### src/rtl/if_stage.sv
// Instruction-fetch stage with the IF/ID pipeline register for the 5-stage MIPS core.
// Owns the PC and remembers a redirect that shows up while instruction memory is busy.
module if_stage #(
   parameter logic [31:0] RESET_PC = 32'h0000_0000
) (
   input  logic        clk,
   input  logic        rst,
   input  logic        stall,
   input  logic        mem_stall,
   input  logic        PCSrc,
   input  logic        IF_Flush,
   input  logic        Jump,
   input  logic        JumpR,
   input  logic [31:0] branch_target,
   input  logic [31:0] jr_target,
   input  logic [25:0] jump_index,
   output logic [31:0] imem_addr,
   input  logic [31:0] imem_rdata,
   output logic [31:0] IFID_pc4,
   output logic [31:0] IFID_inst,
   output logic        IFID_valid,
   output logic        redirect_pend
);

   typedef enum logic {RUN, PEND} state_t;

   state_t      state;
   logic [31:0] pc;
   logic [31:0] pend_target;
   logic [31:0] pc_plus4;
   logic [31:0] sel_target;
   logic        redirect;

   assign pc_plus4      = pc + 32'd4;
   assign redirect      = PCSrc | Jump | JumpR;
   assign imem_addr     = pc;
   assign redirect_pend = (state == PEND);

   // Register-indirect jumps beat direct jumps, which beat branches.
   always_comb begin
      sel_target = branch_target;
      if (JumpR)
         sel_target = jr_target;
      else if (Jump)
         sel_target = {IFID_pc4[31:28], jump_index, 2'b00};
   end

   always_ff @(posedge clk) begin
      if (rst) begin
         pc          <= RESET_PC;
         IFID_pc4    <= '0;
         IFID_inst   <= '0;
         IFID_valid  <= 1'b0;
         state       <= RUN;
         pend_target <= '0;
      end else if (mem_stall) begin
         // Only the first redirect seen during a memory stall is kept.
         if (state == RUN && redirect && !stall) begin
            state       <= PEND;
            pend_target <= sel_target;
         end
      end else if (!stall) begin
         if (state == PEND) begin
            pc         <= pend_target;
            IFID_pc4   <= '0;
            IFID_inst  <= '0;
            IFID_valid <= 1'b0;
            state      <= RUN;
         end else if (redirect) begin
            pc         <= sel_target;
            IFID_pc4   <= '0;
            IFID_inst  <= '0;
            IFID_valid <= 1'b0;
         end else if (IF_Flush) begin
            pc         <= pc_plus4;
            IFID_pc4   <= '0;
            IFID_inst  <= '0;
            IFID_valid <= 1'b0;
         end else begin
            pc         <= pc_plus4;
            IFID_pc4   <= pc_plus4;
            IFID_inst  <= imem_rdata;
            IFID_valid <= 1'b1;
         end
      end
   end

endmodule

### config.mk
export PLATFORM = sky130hd
export DESIGN_NAME = if_stage
export DESIGN_NICKNAME = d
export VERILOG_FILES = /design/src/rtl/if_stage.sv
export SDC_FILE = /design/constraint.sdc
export NUM_CORES = 1
export LEC_CHECK = 0
export BUFFER_PORTS_ARGS = -buffer_cell sky130_fd_sc_hd__buf_2
export CORE_MARGIN = 2
export CORE_UTILIZATION = 52
export CTS_BUF_LIST = sky130_fd_sc_hd__clkbuf_8
export DETAILED_ROUTE_END_ITERATION = 6
export PLACE_DENSITY = 0.83
export REMOVE_ABC_BUFFERS = 1
export SLEW_MARGIN = 20
export SYNTH_ARGS = -nofsm -noshare
export SYNTH_HDL_FRONTEND = slang
export SYNTH_SLANG_ARGS = --single-unit
### constraint.sdc
create_clock -name clk -period 2.4 [get_ports clk]
set_clock_uncertainty 0.15 [all_clocks]
set_input_delay 0.24 -clock clk [delete_from_list [all_inputs] [get_ports clk]]
set_output_delay 0.24 -clock clk [all_outputs]
set_load 0.05 [all_outputs]
==> impl_results.md <==
- Run status: completed
- Worst skew pair latency: 450 ps
- Synth unique cells: 63
- H-tree depth: 4
- Ys Warns: 0
- R2R setup slack: 160 ps
- Final setup vio count: 0
- Post-DP HPWL: 13570 µm
- Unrepaired setup endpoints after global routing: no
- CP peak stage delay: between 500 and 600 ps
- FF/Latch Area: 0.002603 mm²
- Post-route ant nets: 0
- Post-Synthesis Cells: 789
- Peak supply drop: 0.0004181 V
- Final WS setup: roughly 160 ps
- Most frequent cells in the layout: 226 x buf_2, 130 x dfxtp_1, 101 x nor2_1
- Clk slew on worst S/H paths: 80 ps
- Fmax achieved: about 0.45 GHz
- Worst EP required: about 2600 ps
- CP Capture Type: flip-flop
- Crit Path Max Fanout: 7
- Num CTS Buffers: 17
- Avg Inst Size Synth: 8.148 µm²
- CTS Sinks: 130
- Final Critical Period: 2244 ps
- PwrDens: slightly above 600 mW/mm²
- Post-route DRC: 0
- Ys async rst share: 0%
- Root buffer selected by CTS: clkbuf_8
- GRT Total Usage: between 20% and 30%
- Vias in the first global route: 6522
- Nets: 1165
- Die W: 115.2 µm
- Total power draw: about 5.3 mW
- Grt ovf: 0
- First-pass GRT wire length: 31230 µm
- DRT iter0 DRCs: 648
- Post-Layout Cell Count: 1215
- Hold wc startpoint: rst
- Final Slew Violations: 0
- Place WS: 223.2 ps
- EDFF count, synth: 0
- Max Cap Viol: 0
- Std cell rows: 40
- Drt pass-1 iters: 5
- Area of the multi-input gates: about 0.0035 mm²
- Leakage: 3.794 nW
- I/O Pins: 228
- Least-Margin Pin Slew: 749.1 ps
- Final setup TNS: 0 ps
- Final Cycle Share: slightly above 90%
- Number of synthesized register bits: 130
- Commonest non-fill, non-tap cell in the layout: buf_2
- Placed Cells: between 1k and 1.5k
- I/O Buffers: 227
- Postcts setup bufs: 0
- Max clock buf depth: 2
- Number of diodes: 0
- Total routed wirelength: 20100 µm
- Fin Hold WS: a little over 20 ps
- Post-synthesis sequential area ratio: between 40% and 50%
- Crit path max-delay cell type: nor4_2
- Final GP Congestion: around 0.94
- Worst Hold Endpoint: pend_target[2]$_SDFFE_PP0P_
- Core area: 0.01206 mm²
- Die area: 0.01327 mm²
- CP Class: flip-flop to flip-flop
- Primary FF master, synth: dfxtp_1
- CTS tree: yes
- Fill count: 971
- Initial Util: between 50% and 60%
- Hold Path Stages: 2
- Die height: 115.2 µm
- Area grow syn2layout: 33.24%
- Worst Hold Class: primary input to flip-flop
- Startpoint type of the worst setup path: flip-flop
- Worst R2R Path Depth: 6
- Routed len/inst: about 17 µm
- Synth Cell Area: 0.006429 mm²
- CP cell instances: ha_1 > nand2_1 > nor4_2 > and4_1 > nand3b_1 > a31oi_1
- Largest net degree at the start of global routing: 63
- Layout cells sized above 1: a little under a third
- Final hold violation count: 0
- Initial antenna violation count: 0
- Total number of vias: 6897
- Max_slew headroom: 50.06%
- CP Data Arrival Time: 2420 ps
- Worst r2r src: imem_addr[2]$_SDFFE_PP0P_
- Vias per inst: 5.677
- Worst R2R End: imem_addr[26]$_SDFFE_PP0P_
-- timing repair --
item / in CTS / in global routing
hold endpoints to repair: 32 / 0
resized for setup: 0 / 0
endpoints found under the setup margin: 0 / 0
hold buffers: 32 / 0
-- worst max-delay path: cells and delay by family, from the launching register on --
| family | cells | cell delay (ps) |
|---|---|---|
| AOI/OAI and AO/OA | 1 | 80 |
| adders and majority gates | 1 | 240 |
| DFF | 1 | 440 |
| and+or+nand+nor | 4 | 1210 |
-- synthesized netlist by cell type, types with 3 or more instances --
| cell type | instances | area (µm²) |
|---|---|---|
| nand2_1 | 96 | 360.4 |
| a31oi_1 | 6 | 37.54 |
| nor3_1 | 25 | 125.1 |
| o32ai_1 | 3 | 26.28 |
| or2_2 | 3 | 18.77 |
| buf_1 | 4 | 15.01 |
| a221oi_1 | 4 | 35.03 |
| a22oi_1 | 45 | 337.8 |
| a221o_1 | 11 | 110.1 |
| o221a_2 | 3 | 33.78 |
| a21oi_1 | 65 | 325.3 |
| inv_1 | 10 | 37.54 |
| nor4_2 | 3 | 37.54 |
| nand4_1 | 8 | 50.05 |
| nand3_1 | 15 | 75.07 |
| clkbuf_1 | 40 | 150.1 |
| xor2_1 | 11 | 96.34 |
| nor4_1 | 11 | 68.82 |
| a211oi_1 | 5 | 37.54 |
| mux2_2 | 13 | 146.4 |
| nor2b_1 | 3 | 18.77 |
| o21ai_0 | 48 | 240.2 |
| mux2i_1 | 30 | 300.3 |
| a21o_1 | 4 | 30.03 |
| dfxtp_1 | 130 | 2603 |
| and3_1 | 7 | 43.79 |
| or3_1 | 6 | 37.54 |
| xnor2_1 | 15 | 131.4 |
| buf_2 | 19 | 95.09 |
| nor2_1 | 102 | 382.9 |
| o31a_1 | 3 | 26.28 |
-- flip-flops by register name (all words and copies together), names as in the netlist --
signal / cells
imem_addr: 32
IFID_valid: 1
IFID_pc4: 32
redirect_pend: 1
IFID_inst: 32
pend_target: 32
-- report_power, final --
group          total [mW]  switching [mW]  internal [mW]
Sequential           2.30          0.0736           2.22
Combinational       0.852           0.524          0.328
Clock                2.11           0.846           1.26
-- worst max-delay path by stage --
stage | from | depth (start not counted) | endpoint
CTS | imem_addr[2]$_SDFFE_PP0P_ | 6 | imem_addr[26]$_SDFFE_PP0P_
global route | imem_addr[2]$_SDFFE_PP0P_ | 6 | imem_addr[18]$_SDFFE_PP0P_
global placement | imem_addr[2]$_SDFFE_PP0P_ | 6 | imem_addr[26]$_SDFFE_PP0P_
finish | imem_addr[2]$_SDFFE_PP0P_ | 6 | imem_addr[26]$_SDFFE_PP0P_
detailed placement | imem_addr[2]$_SDFFE_PP0P_ | 6 | imem_addr[26]$_SDFFE_PP0P_
floorplan | redirect_pend$_SDFFE_PP0P_ | 4 | IFID_inst[0]$_SDFFE_PP0P_
-- cells by family (layout without fill, tap and decap cells) --
group	Yosys count	in the layout	synth area share [%]
simple gates	295	295	21.80
compound gates	217	217	21.97
flops	130	130	40.48
buf+inv	77	335	5.060
mux	43	43	6.948
xor+xnor	26	26	3.542
fa+ha+maj	1	1	0.1946
-- per-layer routing --
metal  global-route usage [%]  wire [µm]  vias up
li1                         -          -     3320
met1                    35.92       8029     3176
met2                    49.18       9654      336
met3                    8.118       1704       65
met4                    14.78        708        0
met5                        0          0        -
-- cell type report --
type                       count  share of cell area (%)
clock buffer                  22                   3.535
clock inverter                10                   1.797
inverter                      11                  0.4820
multi-input combinational    582                   40.99
sequential                   130                   30.38
tap                          168                   2.454
timing repair buffer         292                   20.36
-- through the flow --
stage / instance area (µm²) / util (%)
after floorplan: 6145 / -
after global placement: 7789 / 64.57
after detailed placement: 7789 / 64.57
after CTS: 8566 / 71.02
after global routing: 8566 / 71.02
final: 8566 / 71.02
Power figures use the tool's default switching activity.
